==> config.mk <==
export PLATFORM = sky130hd
export DESIGN_NAME = mem_responder_flat
export DESIGN_NICKNAME = d
export VERILOG_FILES = /design/src/rtl/mem_responder_if.sv /design/src/rtl/mem_responder.sv /design/src/flat_wrapper.sv
export SDC_FILE = /design/constraint.sdc
export NUM_CORES = 1
export LEC_CHECK = 0
export BUFFER_PORTS_ARGS = -buffer_cell sky130_fd_sc_hd__buf_2
export CAP_MARGIN = 15
export CORE_AREA = 2 2 239 241
export CTS_BUF_LIST = sky130_fd_sc_hd__clkbuf_8
export DETAILED_ROUTE_END_ITERATION = 7
export DIE_AREA = 0 0 241 243
export GPL_ROUTABILITY_DRIVEN = 0
export SLEW_MARGIN = 20
export SYNTH_ARGS = -nofsm -noshare
export SYNTH_HDL_FRONTEND = slang
export SYNTH_SLANG_ARGS = --single-unit
==> constraint.sdc <==
create_clock -name i_clk -period 2.9 [get_ports i_clk]
set_clock_uncertainty 0.15 [all_clocks]
set_input_delay 0.58 -clock i_clk [delete_from_list [all_inputs] [get_ports i_clk]]
set_output_delay 0.58 -clock i_clk [all_outputs]
set_load 0.03 [all_outputs]
==> src/rtl/mem_responder_if.sv <==
// mem_responder_if
//   Groups the cache-side read/write handshakes and the single-port RAM bus
//   of mem_responder into one bundle.
//   Modports:
//     slave  - responder view: requests and RAM read data in; done, line and
//              RAM controls out.
//     master - requester / RAM view (the mirror image).
//   Optional: o_mem_err exists only when MEM_RESP_RANGE_CHECK_EN is defined.
interface mem_responder_if #(
   parameter int DATA_WIDTH       = 64,
   parameter int ADDR_WIDTH       = 64,
   parameter int CACHE_LINE_WIDTH = 256,
   parameter int RAM_ADDR_WIDTH   = 14
);
   logic                        i_mem_read_req;
   logic [ADDR_WIDTH-1:0]       i_mem_read_address;
   logic                        o_mem_read_done;
   logic [CACHE_LINE_WIDTH-1:0] o_cache_line;
   logic                        i_mem_write_valid;
   logic [ADDR_WIDTH-1:0]       i_mem_write_address;
   logic [DATA_WIDTH-1:0]       i_mem_write_data;
   logic [DATA_WIDTH/8-1:0]     i_write_strobe;
   logic                        o_mem_write_done;
   logic                        o_ram_en;
   logic [DATA_WIDTH/8-1:0]     o_ram_we;
   logic [RAM_ADDR_WIDTH-1:0]   o_ram_addr;
   logic [DATA_WIDTH-1:0]       o_ram_wdata;
   logic [DATA_WIDTH-1:0]       i_ram_rdata;
`ifdef MEM_RESP_RANGE_CHECK_EN
   logic                        o_mem_err;
`endif

   modport slave (
      input  i_mem_read_req, i_mem_read_address, i_mem_write_valid,
             i_mem_write_address, i_mem_write_data, i_write_strobe, i_ram_rdata,
`ifdef MEM_RESP_RANGE_CHECK_EN
      output o_mem_err,
`endif
      output o_mem_read_done, o_cache_line, o_mem_write_done,
             o_ram_en, o_ram_we, o_ram_addr, o_ram_wdata
   );

   modport master (
      output i_mem_read_req, i_mem_read_address, i_mem_write_valid,
             i_mem_write_address, i_mem_write_data, i_write_strobe, i_ram_rdata,
`ifdef MEM_RESP_RANGE_CHECK_EN
      input  o_mem_err,
`endif
      input  o_mem_read_done, o_cache_line, o_mem_write_done,
             o_ram_en, o_ram_we, o_ram_addr, o_ram_wdata
   );
endinterface

==> src/rtl/mem_responder.sv <==
// mem_responder
//   Memory-side responder between the cache-request translator and a
//   single-port synchronous RAM. A read returns a full cache line built from
//   BEATS sequential word reads; a write is a single byte-strobed word write.
//   Both channels use a level (four-phase) req/done handshake; write wins
//   when both are pending in IDLE.
//   Ports:
//     i_clk    - clock, rising edge
//     i_rst_n  - asynchronous active-low reset (aborts any transaction)
//     bus      - mem_responder_if.slave: read/write handshakes, assembled
//                line, RAM en/we/addr/wdata and RAM read data
//   Optional: MEM_RESP_RANGE_CHECK_EN adds o_mem_err; out-of-range accesses
//   skip the RAM and finish with err raised alongside done.
module mem_responder #(
   parameter int DATA_WIDTH       = 64,
   parameter int ADDR_WIDTH       = 64,
   parameter int CACHE_LINE_WIDTH = 256,
   parameter int RAM_ADDR_WIDTH   = 14,
   parameter int RAM_LATENCY      = 1
) (
   input  logic           i_clk,
   input  logic           i_rst_n,
   mem_responder_if.slave bus
);
   localparam int BEATS  = CACHE_LINE_WIDTH / DATA_WIDTH;
   localparam int CNT_W  = (BEATS > 1) ? $clog2(BEATS) : 1;
   localparam int STRB_W = DATA_WIDTH / 8;
   localparam int STAGES = RAM_LATENCY - 1;

   typedef enum logic [2:0] {IDLE, RD_ISSUE, RD_DRAIN, RD_DONE, WR, WR_DONE} state_t;
   state_t state_q, state_d;

   logic [RAM_ADDR_WIDTH-1:0]        addr_q;
   logic [DATA_WIDTH-1:0]            wdata_q;
   logic [STRB_W-1:0]                strb_q;
   logic [CNT_W-1:0]                 iss_cnt, ret_cnt;
   // vld_pipe[i] marks a read issued i+1 cycles ago; the top stage lines up
   // with valid RAM data.
   logic [STAGES:0]                  vld_pipe;
   logic [BEATS-1:0][DATA_WIDTH-1:0] line_q;

   logic [RAM_ADDR_WIDTH-1:0] rd_word, wr_word;
   logic                      rd_oob, wr_oob;

   logic                      ram_en, rd_done, wr_done;
   logic [STRB_W-1:0]         ram_we;
   logic [RAM_ADDR_WIDTH-1:0] ram_addr;
   logic [DATA_WIDTH-1:0]     ram_wdata;

   // Higher address bits are dropped, so accesses wrap modulo the RAM size.
   assign rd_word = bus.i_mem_read_address[RAM_ADDR_WIDTH+2:3] & ~RAM_ADDR_WIDTH'(BEATS-1);
   assign wr_word = bus.i_mem_write_address[RAM_ADDR_WIDTH+2:3];

`ifdef MEM_RESP_RANGE_CHECK_EN
   logic err_q;
   assign rd_oob = |bus.i_mem_read_address[ADDR_WIDTH-1:RAM_ADDR_WIDTH+3];
   assign wr_oob = |bus.i_mem_write_address[ADDR_WIDTH-1:RAM_ADDR_WIDTH+3];
   assign bus.o_mem_err = err_q & (rd_done | wr_done);
`else
   assign rd_oob = 1'b0;
   assign wr_oob = 1'b0;
`endif

   always_ff @(posedge i_clk or negedge i_rst_n) begin
      if (!i_rst_n) state_q <= IDLE;
      else          state_q <= state_d;
   end

   always_comb begin
      state_d   = state_q;
      ram_en    = 1'b0;
      ram_we    = '0;
      ram_addr  = '0;
      ram_wdata = '0;
      rd_done   = 1'b0;
      wr_done   = 1'b0;
      case (state_q)
         IDLE: begin
            if (bus.i_mem_write_valid)   state_d = wr_oob ? WR_DONE : WR;
            else if (bus.i_mem_read_req) state_d = rd_oob ? RD_DONE : RD_ISSUE;
         end
         RD_ISSUE: begin
            ram_en   = 1'b1;
            ram_addr = addr_q + RAM_ADDR_WIDTH'(iss_cnt);
            if (iss_cnt == CNT_W'(BEATS-1)) state_d = RD_DRAIN;
         end
         RD_DRAIN: begin
            // Leave on the edge that captures the final beat.
            if (vld_pipe[STAGES] && ret_cnt == CNT_W'(BEATS-1)) state_d = RD_DONE;
         end
         RD_DONE: begin
            rd_done = 1'b1;
            if (!bus.i_mem_read_req) state_d = IDLE;
         end
         WR: begin
            ram_en    = 1'b1;
            ram_we    = strb_q;
            ram_addr  = addr_q;
            ram_wdata = wdata_q;
            state_d   = WR_DONE;
         end
         WR_DONE: begin
            wr_done = 1'b1;
            if (!bus.i_mem_write_valid) state_d = IDLE;
         end
         default: state_d = IDLE;
      endcase
   end

   always_ff @(posedge i_clk or negedge i_rst_n) begin
      if (!i_rst_n) begin
         addr_q   <= '0;
         wdata_q  <= '0;
         strb_q   <= '0;
         iss_cnt  <= '0;
         ret_cnt  <= '0;
         vld_pipe <= '0;
         line_q   <= '0;
`ifdef MEM_RESP_RANGE_CHECK_EN
         err_q    <= 1'b0;
`endif
      end else begin
         vld_pipe <= (STAGES+1)'({vld_pipe, state_q == RD_ISSUE});
         if (state_q == IDLE) begin
            if (bus.i_mem_write_valid) begin
               addr_q  <= wr_word;
               wdata_q <= bus.i_mem_write_data;
               strb_q  <= bus.i_write_strobe;
`ifdef MEM_RESP_RANGE_CHECK_EN
               err_q   <= wr_oob;
`endif
            end else if (bus.i_mem_read_req) begin
               addr_q  <= rd_word;
               iss_cnt <= '0;
               ret_cnt <= '0;
`ifdef MEM_RESP_RANGE_CHECK_EN
               err_q   <= rd_oob;
`endif
            end
         end
         if (state_q == RD_ISSUE) iss_cnt <= iss_cnt + 1'b1;
         // Returns arrive in issue order, so a plain counter selects the beat.
         if (vld_pipe[STAGES]) begin
            line_q[ret_cnt] <= bus.i_ram_rdata;
            ret_cnt         <= ret_cnt + 1'b1;
         end
      end
   end

   assign bus.o_mem_read_done  = rd_done;
   assign bus.o_mem_write_done = wr_done;
   assign bus.o_cache_line     = line_q;
   assign bus.o_ram_en         = ram_en;
   assign bus.o_ram_we         = ram_we;
   assign bus.o_ram_addr       = ram_addr;
   assign bus.o_ram_wdata      = ram_wdata;
endmodule

==> src/flat_wrapper.sv <==
// flat-port wrapper written by rule: the top's interface ports become plain ports
module mem_responder_flat 
#(
   parameter int DATA_WIDTH       = 64,
   parameter int ADDR_WIDTH       = 64,
   parameter int CACHE_LINE_WIDTH = 256,
   parameter int RAM_ADDR_WIDTH   = 14,
   parameter int RAM_LATENCY      = 1
)
  (i_clk, i_rst_n, bus_i_mem_read_req, bus_i_mem_read_address, bus_i_mem_write_valid, bus_i_mem_write_address, bus_i_mem_write_data, bus_i_write_strobe, bus_i_ram_rdata, bus_o_mem_read_done, bus_o_cache_line, bus_o_mem_write_done, bus_o_ram_en, bus_o_ram_we, bus_o_ram_addr, bus_o_ram_wdata);
  mem_responder_if #(.DATA_WIDTH(DATA_WIDTH), .ADDR_WIDTH(ADDR_WIDTH), .CACHE_LINE_WIDTH(CACHE_LINE_WIDTH), .RAM_ADDR_WIDTH(RAM_ADDR_WIDTH)) bus_i ();
  input  logic i_clk;
  input  logic i_rst_n;
  input wire logic [$bits(bus_i.i_mem_read_req)-1:0] bus_i_mem_read_req;
  input wire logic [$bits(bus_i.i_mem_read_address)-1:0] bus_i_mem_read_address;
  input wire logic [$bits(bus_i.i_mem_write_valid)-1:0] bus_i_mem_write_valid;
  input wire logic [$bits(bus_i.i_mem_write_address)-1:0] bus_i_mem_write_address;
  input wire logic [$bits(bus_i.i_mem_write_data)-1:0] bus_i_mem_write_data;
  input wire logic [$bits(bus_i.i_write_strobe)-1:0] bus_i_write_strobe;
  input wire logic [$bits(bus_i.i_ram_rdata)-1:0] bus_i_ram_rdata;
  output wire logic [$bits(bus_i.o_mem_read_done)-1:0] bus_o_mem_read_done;
  output wire logic [$bits(bus_i.o_cache_line)-1:0] bus_o_cache_line;
  output wire logic [$bits(bus_i.o_mem_write_done)-1:0] bus_o_mem_write_done;
  output wire logic [$bits(bus_i.o_ram_en)-1:0] bus_o_ram_en;
  output wire logic [$bits(bus_i.o_ram_we)-1:0] bus_o_ram_we;
  output wire logic [$bits(bus_i.o_ram_addr)-1:0] bus_o_ram_addr;
  output wire logic [$bits(bus_i.o_ram_wdata)-1:0] bus_o_ram_wdata;
  assign bus_i.i_mem_read_req = bus_i_mem_read_req;
  assign bus_i.i_mem_read_address = bus_i_mem_read_address;
  assign bus_i.i_mem_write_valid = bus_i_mem_write_valid;
  assign bus_i.i_mem_write_address = bus_i_mem_write_address;
  assign bus_i.i_mem_write_data = bus_i_mem_write_data;
  assign bus_i.i_write_strobe = bus_i_write_strobe;
  assign bus_i.i_ram_rdata = bus_i_ram_rdata;
  assign bus_o_mem_read_done = bus_i.o_mem_read_done;
  assign bus_o_cache_line = bus_i.o_cache_line;
  assign bus_o_mem_write_done = bus_i.o_mem_write_done;
  assign bus_o_ram_en = bus_i.o_ram_en;
  assign bus_o_ram_we = bus_i.o_ram_we;
  assign bus_o_ram_addr = bus_i.o_ram_addr;
  assign bus_o_ram_wdata = bus_i.o_ram_wdata;
  mem_responder #(.DATA_WIDTH(DATA_WIDTH), .ADDR_WIDTH(ADDR_WIDTH), .CACHE_LINE_WIDTH(CACHE_LINE_WIDTH), .RAM_ADDR_WIDTH(RAM_ADDR_WIDTH), .RAM_LATENCY(RAM_LATENCY)) u_core (.i_clk(i_clk), .i_rst_n(i_rst_n), .bus(bus_i));
endmodule
==> summary.txt, run 1 <==
Starting Density - 0.254
Drt first-iter violations - 356
Worst-path cell chain - ha_2 > inv_2 > fa_2 > and4b_2 > a41oi_2 > o21ai_1 > o21ai_1 > buf_4
Power share of the combinational group - 0.495
Drt pass-1 iters - 4
Core ar. - 56000 um2
Total number of vias - 10700
Clock share of power - 0.175
Tot Pwr - 0.0267 W
Post-synthesis sequential area ratio - 0.615
Final period utilization - 1.11
Mapped Area - 14200 um2
Buffers on Ports - 510
CTS Buf Count - 60
Most used cell along the critical path - o21ai_1
Fin. max-slew vios - 0
Syn Area/Cell - 14.8 um2
Largest net degree at the start of global routing - 87
Final Cell Area - 21200 um2
Clk slew on worst S/H paths - 60 ps
N_diodes - 0
Synth Register Bits - 350
RSZ-0062 raised after global routing - yes
Global route total overflow - 0
CTS tree - built
Ports - 613
Commonest non-fill, non-tap cell in the layout - buf_2
PwrDens - 1260 nW/um2
Cell family with most CP delay - adder cells
Internal - 0.0152 W
CTS sink cnt - 350
Slowest cell on crit path - and4b_2
DR WL/cell - 17.6 um
Synth cell types - 45
Most frequent cells in the layout - 445 x buf_2, 347 x dfrtp_1, 304 x mux2_2, 102 x dlygate4sd3_1, 78 x clkbuf_8
Crit path capture type - output port
Max-slew headroom - 0.569
Chip Width - 241 um
Nets - 1931
Avg Vias per Cell - 4.34
Area Growth Syn to Fin - 48.6%
Crit path time final - 3230 ps
Critical path type - reg -> out
Worst path buffer plus inverter count - 2
Maxcap violations - 0
Max Clk Rate - 0.310 GHz
Pleak - 9.98 nW
Dpl hpwl - 27900 um
Hold Fails Final Rpt - 0
Drt total wl - 43200 um
Max clock buf depth - 3
Crit path DAT - 2500 ps
Syn Nets - 1241
Failing checks - setup timing
Hold Path Class - in -> reg
Critical Path Fanout Max - 5
CP max stage delay - 390 ps
Worst-Margin Slew - 647 ps
Placement Rows - 87
Sw frac - 0.430
P_sw - 0.0115 W
H-tree depth - 2
Drt drc - 0
Required @ worst endpoint - 2170 ps
Startpoint Class - flop
Yosys warns - 0
Final setup margin - -327 ps
ANT nets after route - 0
Area post-placement - 17800 um2
DIE HEIGHT - 243 um
Die area - 58600 um2
Worst skew pair latency - 610 ps
Status - complete, but fails checks
Clock root buffer master - clkbuf_8
First-pass GRT wire length - 64500 um
Number of global-route vias before repair - 11400
Initial antenna violation count - 0
Final setup vio count - 7
Layout cells sized above 1 - 0.622
GRT Total Usage - 0.140
Seq pwr share - 0.330
Syn Inst Count - 965
Worst vdd ir - 0.668 mV
logic make-up after synthesis:
family / count (synthesis) / share of synthesized area
DFF: 350 / 0.615
buffers and inverters: 65 / 0.0239
and+or+nand+nor: 139 / 0.0563
muxes: 342 / 0.269
AOI/OAI and AO/OA: 61 / 0.0277
adders and majority gates: 8 / 0.00756
flip-flops by register name, summed over array words and instances (netlist names):
register	flops
u_core.wdata_q	64
u_core.iss_cnt	2
u_core.strb_q	8
u_core.vld_pipe	1
u_core.addr_q	14
u_core.state_q	3
u_core.ret_cnt	2
u_core.bus.o_cache_line	256
metrics by stage:
step                instances  TNS, ps   util  setup WS (ps)  hold slack [ps]
finish                   2459    -1580  0.378           -327             78.2
global route             2459    -4130  0.378           -524             16.1
CTS                      2436    -2420  0.369           -346            0.417
detailed placement       2207        0  0.318           91.7              302
global placement         2207        0  0.318            107              301
floorplan                 965        0      -           69.2              134
cell type report:
class / instances / area, um2
clock inverter: 32 / 213
tap: 756 / 946
timing repair buffer: 681 / 4710
multi-input combinational: 552 / 5400
sequential: 350 / 8760
inverter: 10 / 47.5
fill: 5364 / 34800
clock buffer: 78 / 1070
timing repair:
item | 4_1_cts | 5_1_grt
pin swaps | 13 | 31
hold buffers | 102 | 0
endpoints found under the hold margin | 303 | 0
resized for setup | 113 | 115
endpoints found under the setup margin | 81 | 79
buffers inserted | 11 | 22
cloned | 6 | 4
routing by layer:
layer | global-route usage | vias up | wire length (um)
met4 | 0.0497 | 0 | 1330
met3 | 0.0450 | 91 | 3590
met5 | 0 | - | 0
met1 | 0.159 | 5321 | 16700
li1 | - | 4795 | -
met2 | 0.243 | 455 | 21600
synth_stat cells, drive strengths merged:
library cell | number | area share
o21ai | 23 | 0.0081
or3b | 3 | 0.0020
o21bai | 1 | 0.00053
a21oi | 17 | 0.0060
and4b | 1 | 0.00070
or4 | 1 | 0.00079
nand3 | 7 | 0.0025
buf | 45 | 0.019
and3 | 3 | 0.0013
fa | 1 | 0.0014
mux2i | 14 | 0.0098
and2 | 75 | 0.033
mux2 | 328 | 0.26
nand2b | 3 | 0.0013
o22ai | 1 | 0.00044
clkbuf | 10 | 0.0027
o211a | 1 | 0.00070
a22o | 1 | 0.00062
nor3 | 3 | 0.0018
nand2 | 23 | 0.0061
nor4b | 1 | 0.00062
a31oi | 2 | 0.0019
a41oi | 6 | 0.0037
a2bb2oi | 1 | 0.00062
a21o | 1 | 0.00053
dfrtp | 350 | 0.62
ha | 7 | 0.0062
clkinv | 1 | 0.00026
o31ai | 5 | 0.0026
o41ai | 1 | 0.0011
nor2 | 15 | 0.0040
o2111a | 1 | 0.00079
nand4 | 3 | 0.0013
inv | 9 | 0.0024
nor4 | 1 | 0.00088
power groups by stage:
stage / combinational [W] / sequential, W / clock, W
finish: 0.0132 / 0.00881 / 0.00467
global route: 0.0140 / 0.00912 / 0.00507
CTS: 0.0127 / 0.00875 / 0.00486
detailed placement: 0.0120 / 0.00878 / 0
global placement: 0.0119 / 0.00865 / 0
floorplan: 0.00468 / 0.0123 / 0
worst paths after layout:
check | start | endpoint | slack (ps) | depth (start not counted)
max | u_core.iss_cnt[0] | bus_o_ram_addr[10] | -330 | 8
min | bus_i_ram_rdata[38] | u_core.bus.o_cache_line[38] | 80 | 2
max in group asynchronous | i_rst_n | u_core.bus.o_cache_line[135] | 1430 | 4
min in group asynchronous | i_rst_n | u_core.wdata_q[35] | 250 | 2
max reg2reg | u_core.state_q[1] | u_core.wdata_q[32] | 840 | 5
min reg2reg | u_core.wdata_q[44] | u_core.wdata_q[44] | 330 | 1
No activity file was read; power rests on OpenSTA's default activity.
==> inputs of run 2 (changes only) <==
CORE_AREA = 2 2 242 244   (was 2 2 239 241)
DIE_AREA = 0 0 244 246   (was 0 0 241 243)
==> run 2 against run 1 <==
Net effect: the flow still finishes with violations (setup timing); maximum frequency fell by 1.4%; critical path depth is 1 lower; first-iteration DRC count increased by 13%; register-to-register slack worse by 70 ps; die area is 2.5% higher; core utilization shrank 0.50 points; largest power group unchanged.
==> summary.txt, run 2 (synthesized netlist as in run 1, its figures left out) <==
Worst-path cell chain - inv_1 > fa_2 > and4b_2 > a41oi_2 > o21ai_1 > o31ai_2 > buf_4 (was ha_2 > inv_2 > fa_2 > and4b_2 > a41oi_2 > o21ai_1 > o21ai_1 > buf_4)
Power share of the combinational group - 0.494 (was 0.495)
Dpl hpwl - 28000 um (was 27900 um)
First-pass GRT wire length - 67300 um (was 64500 um)
Reg2reg end - u_core.wdata_q[26] (was u_core.wdata_q[32])
Initial antenna violation count - 1 (was 0)
GRT Total Usage - 0.144 (was 0.140)
Max Clk Rate - 0.306 GHz (was 0.310 GHz)
Setup TNS - -2770 ps (was -1580 ps)
CTS tree - built (unchanged)
Die area - 60000 um2 (was 58600 um2)
Placement Rows - 88 (was 87)
Critical Path Fanout Max - 6 (was 5)
Startpoint Class - flop (unchanged)
Required @ worst endpoint - 2170 ps (about the same)
DIE HEIGHT - 246 um (was 243 um)
Tot Pwr - 0.0272 W (was 0.0267 W)
Internal - 0.0156 W (was 0.0152 W)
H-tree depth - 2 (unchanged)
Clock share of power - 0.180 (was 0.175)
Most frequent cells in the layout - 423 x buf_2, 348 x dfrtp_1, 304 x mux2_2, 97 x dlygate4sd3_1, 82 x buf_6 (was 445 x buf_2, 347 x dfrtp_1, 304 x mux2_2, 102 x dlygate4sd3_1, 78 x clkbuf_8)
Starting Density - 0.248 (was 0.254)
Drt total wl - 44500 um (was 43200 um)
Pleak - 10.0 nW (was 9.98 nW)
Clk slew on worst S/H paths - 70 ps (was 60 ps)
Drt drc - 0 (unchanged)
Area Growth Syn to Fin - 50.4% (was 48.6%)
Number of global-route vias before repair - 11600 (was 11400)
Max clock buf depth - 3 (unchanged)
PwrDens - 1270 nW/um2 (was 1260 nW/um2)
Seq pwr share - 0.326 (was 0.330)
Nets - 1914 (was 1931)
Drt pass-1 iters - 4 (unchanged)
Critical Path Source - u_core.iss_cnt[1] (was u_core.iss_cnt[0])
Critical path type - reg -> out (unchanged)
Largest net degree at the start of global routing - 84 (was 87)
Drt first-iter violations - 402 (was 356)
Chip Width - 244 um (was 241 um)
Worst-Margin Slew - 492 ps (was 647 ps)
Final setup vio count - 14 (was 7)
Area post-placement - 17800 um2 (about the same)
Worst vdd ir - 0.661 mV (was 0.668 mV)
Reg2Reg Depth - 5 (unchanged)
Ports - 613 (unchanged)
Clock root buffer master - clkbuf_8 (unchanged)
Status - complete, but fails checks (unchanged)
Avg Vias per Cell - 4.35 (was 4.34)
Worst skew pair latency - 660 ps (was 610 ps)
CP max stage delay - 430 ps (was 390 ps)
Crit path capture type - output port (unchanged)
Crit path DAT - 2540 ps (was 2500 ps)
Global route total overflow - 0 (unchanged)
End point of the critical path - bus_o_ram_addr[12] (was bus_o_ram_addr[10])
Maxcap violations - 0 (unchanged)
Core ar. - 57400 um2 (was 56000 um2)
Failing checks - setup timing (unchanged)
N_diodes - 0 (unchanged)
Hold Fails Final Rpt - 0 (unchanged)
Slowest cell on crit path - dfrtp_1 (was and4b_2)
Crit path time final - 3270 ps (was 3230 ps)
ANT nets after route - 0 (unchanged)
CTS sink cnt - 350 (unchanged)
Max reg flops - 256 (unchanged)
Layout cells sized above 1 - 0.637 (was 0.622)
CTS Buf Count - 60 (unchanged)
Final period utilization - 1.13 (was 1.11)
P_sw - 0.0116 W (was 0.0115 W)
Commonest non-fill, non-tap cell in the layout - buf_2 (unchanged)
Sw frac - 0.426 (was 0.430)
Max-slew headroom - 0.672 (was 0.569)
RSZ-0062 raised after global routing - yes (unchanged)
Total number of vias - 10700 (about the same)
Buffers on Ports - 510 (unchanged)
Final Cell Area - 21400 um2 (was 21200 um2)
Fin. max-slew vios - 0 (unchanged)
FF-to-FF Start - u_core.state_q[2] (was u_core.state_q[1])
Final setup margin - -373 ps (was -327 ps)
Hold Path Class - in -> reg (unchanged)
DR WL/cell - 18.2 um (was 17.6 um)
Flop-to-flop setup slack - 770 ps (was 840 ps)
[run 2: cell types whose count changed in the layout (fill, tap and decap cells not counted), moves of 5 or more]
cell / delta
and2_1: -36
and2_4: +36
buf_6: +30
buf_4: -23
buf_2: -22
clkinv_2: -10
buf_16: +6
o21ai_1: -6
dlygate4sd3_1: -5
[run 2: how the worst min path moves through the flow]
stage | start | endpoint | slack [ps] | cells past startpoint
floorplan | i_rst_n | u_core.addr_q[0] | 130 | 0
global placement | u_core.wdata_q[50] | u_core.wdata_q[50] | 310 | 1
detailed placement | u_core.wdata_q[44] | u_core.wdata_q[44] | 320 | 1
CTS | bus_i_ram_rdata[8] | u_core.bus.o_cache_line[136] | 0.2 | 2
global route | bus_i_ram_rdata[37] | u_core.bus.o_cache_line[101] | 30 | 2
finish | bus_i_ram_rdata[37] | u_core.bus.o_cache_line[229] | 80 | 2
[run 2: critical path, delay by kind of cell (launching register included)]
family | cells | cell delay, ps
simple gates | 1 | 380
compound gates | 3 | 410
fa+ha+maj | 1 | 390
buf+inv | 2 | 270
flops | 1 | 430
[run 2: repair_timing]
item                                   4_1_cts  5_1_grt
endpoints found under the hold margin      216        0
gates cloned                                12        0
setup endpoints to repair                   86       85
hold buffers                                97        0
pin swaps                                   71        6
buffers inserted                            17        6
gates resized for setup                    264       34
[run 2: cell type report]
class                   count  area (um2)
well taps                 765         957
repair buffers            664        4840
flip-flops and latches    350        8760
fillers                  5359       36000
clock inverters            28         236
clock buffers              80        1100
inverters                  10        45.0
multi-input cells         552        5470
[run 2: routing by layer]
metal / track usage / wire length, um / vias to the layer above
li1: - / - / 4764
met1: 0.165 / 17500 / 5341
met2: 0.250 / 22100 / 450
met3: 0.0387 / 3130 / 102
met4: 0.0660 / 1770 / 0
met5: 0 / 0 / -
[run 2: power groups by stage]
stage          Combinational, W  Sequential [W]  Clock (W)
6_report                 0.0134         0.00886    0.00488
5_1_grt                  0.0142         0.00916    0.00528
4_1_cts                  0.0134         0.00882    0.00506
3_5_place_dp             0.0121         0.00881          0
3_3_place_gp             0.0119         0.00866          0
2_1_floorplan           0.00468          0.0123          0
[run 2: through the flow]
step           setup slack (ps)  std cells  hold slack, ps  utilization
2_1_floorplan              69.2        965             134            -
3_3_place_gp                154       2214             309        0.311
3_5_place_dp                145       2214             319        0.311
4_1_cts                    -402       2447           0.224        0.372
5_1_grt                    -536       2449            27.6        0.373
6_report                   -373       2449            77.3        0.373
==> inputs of run 3 (changes only) <==
CORE_AREA = 2 2 237 239   (was 2 2 242 244)
DIE_AREA = 0 0 239 241   (was 0 0 244 246)
==> run 3 against run 2 <==
Net effect: non-clock buffer count rose by 8; largest cell class unchanged; critical endpoint is now bus_o_ram_addr[6]; critical path depth up 1; core utilization rose by 1.7 points; power decreased by 0.87%; the flow still finishes with violations (setup timing); clock-buffer cell count shrank 5; combinational power is essentially flat.
==> summary.txt, run 3 (synthesized netlist as in run 1, its figures left out) <==
DIE HEIGHT - 241 um (was 246 um)
Crit path DAT - 2530 ps (was 2540 ps)
Final period utilization - 1.12 (was 1.13)
Clk slew on worst S/H paths - 60 ps (was 70 ps)
Pleak - 10.1 nW (was 10.0 nW)
Worst skew pair latency - 660 ps (about the same)
Commonest non-fill, non-tap cell in the layout - buf_2 (unchanged)
Ports - 613 (unchanged)
Drt total wl - 44400 um (was 44500 um)
Dpl hpwl - 27600 um (was 28000 um)
Max Clk Rate - 0.307 GHz (was 0.306 GHz)
Number of global-route vias before repair - 11300 (was 11600)
Critical Path Fanout Max - 6 (unchanged)
Worst vdd ir - 0.566 mV (was 0.661 mV)
Area post-placement - 17700 um2 (was 17800 um2)
Setup TNS - -2090 ps (was -2770 ps)
Core ar. - 54900 um2 (was 57400 um2)
Buffers on Ports - 510 (unchanged)
Met3 wire len - 3670 um (was 3130 um)
Hold Fails Final Rpt - 0 (unchanged)
Clock root buffer master - clkbuf_8 (unchanged)
GRT Total Usage - 0.144 (about the same)
Fin. max-slew vios - 0 (unchanged)
Chip Width - 239 um (was 244 um)
Final setup margin - -360 ps (was -373 ps)
Drt first-iter violations - 283 (was 402)
Largest net degree at the start of global routing - 82 (was 84)
Die area - 57600 um2 (was 60000 um2)
Met1 WL - 16900 um (was 17500 um)
Global route total overflow - 0 (unchanged)
Critical path type - reg -> out (unchanged)
RSZ-0062 raised after global routing - yes (unchanged)
Required @ worst endpoint - 2170 ps (about the same)
Startpoint Class - flop (unchanged)
Placement Rows - 86 (was 88)
DR WL/cell - 18.6 um (was 18.2 um)
PwrDens - 1260 nW/um2 (was 1270 nW/um2)
CTS tree - built (unchanged)
Avg Vias per Cell - 4.46 (was 4.35)
Area Growth Syn to Fin - 50.3% (was 50.4%)
Crit path time final - 3260 ps (was 3270 ps)
CTS sink cnt - 350 (unchanged)
Failing checks - setup timing (unchanged)
First-pass GRT wire length - 64600 um (was 67300 um)
Drt drc - 0 (unchanged)
Final Cell Area - 21400 um2 (about the same)
Starting Density - 0.259 (was 0.248)
Status - complete, but fails checks (unchanged)
Crit path capture type - output port (unchanged)
Worst-Margin Slew - 499 ps (was 492 ps)
Most frequent cells in the layout - 422 x buf_2, 346 x dfrtp_1, 304 x mux2_2, 97 x dlygate4sd3_1, 83 x buf_6 (was 423 x buf_2, 348 x dfrtp_1, 304 x mux2_2, 97 x dlygate4sd3_1, 82 x buf_6)
Drt pass-1 iters - 4 (unchanged)
CTS Buf Count - 61 (was 60)
Hold Path Class - in -> reg (unchanged)
Initial antenna violation count - 2 (was 1)
Uppermost layer routed - met5 (was met4)
Layout cells sized above 1 - 0.641 (was 0.637)
Final setup vio count - 30 (was 14)
DR WL met2 - 22200 um (was 22100 um)
Nets - 1923 (was 1914)
Max clock buf depth - 3 (unchanged)
Max-slew headroom - 0.668 (was 0.672)
ANT nets after route - 0 (unchanged)
Max reg flops - 256 (unchanged)
H-tree depth - 2 (unchanged)
Total number of vias - 10700 (about the same)
Maxcap violations - 0 (unchanged)
Hold slack - 73.4 ps (was 77.3 ps)
## run 3: cell types whose count changed in the layout (fill, tap and decap cells not counted), sizes merged
cell	change
bufinv	-4
clkbuf	-1
diode	+1
buf	+4
inv	+7
## run 3: where the power goes
part	internal, W	switching, W	leakage [nW]
Combinational	0.00554	0.00814	5.30
Clock	0.00232	0.00205	0.697
Sequential	0.00742	0.00146	4.09
Total	0.0153	0.0117	10.1
## run 3: routing by layer
metal | track usage | up-vias
met5 | 0 | -
met4 | 0.0633 | 2
met3 | 0.0520 | 100
met2 | 0.251 | 454
met1 | 0.159 | 5343
li1 | - | 4774
## run 3: cell type report
class	count	area (um2)
Inverter	10	45.0
Multi-Input combinational cell	552	5560
Sequential cell	350	8760
Clock inverter	31	153
Antenna cell	1	2.50
Timing Repair Buffer	672	4960
Fill cell	5115	33500
Clock buffer	75	1030
Tap cell	704	881
## run 3: final timing paths
kind / start / endpoint / slack (ps) / cells past startpoint
worst min register to register: u_core.wdata_q[47] / u_core.wdata_q[47] / 340 / 1
worst min-delay path: bus_i_ram_rdata[46] / u_core.bus.o_cache_line[238] / 70 / 2
min in group asynchronous: i_rst_n / u_core.bus.o_cache_line[18] / 310 / 2
worst max-delay path: u_core.addr_q[0] / bus_o_ram_addr[6] / -360 / 8
worst max register to register: u_core.state_q[0] / u_core.wdata_q[41] / 670 / 6
max in group asynchronous: i_rst_n / u_core.bus.o_cache_line[168] / 1420 / 3
## run 3: critical path, stage by stage (launching register included)
cell     delay, ps
dfrtp_1        390
ha_4           150
inv_2           30
fa_2           330
and4b_2        380
and2_4         210
nand2_1         60
o21ai_1        150
buf_4          180
## run 3: what timing repair did
item                                    in CTS  in global routing
endpoints found under the setup margin      84                 85
resized for setup                          246                 77
endpoints found under the hold margin      189                  0
cloned                                       8                  6
hold buffers                                97                  0
pin swaps                                   50                 19
setup buffers                               18                 16
## run 3: metrics by stage
| stage | worst slack, ps | power, W | util | cells |
|---|---|---|---|---|
| 3_3_place_gp | 107 | 0.0205 | 0.323 | 2148 |
| 4_1_cts | -397 | 0.0266 | 0.382 | 2377 |
| 6_report | -360 | 0.0269 | 0.390 | 2395 |
| 2_1_floorplan | 69.2 | 0.0169 | - | 965 |
| 5_1_grt | -481 | 0.0283 | 0.390 | 2394 |
| 3_5_place_dp | 79.5 | 0.0208 | 0.323 | 2148 |
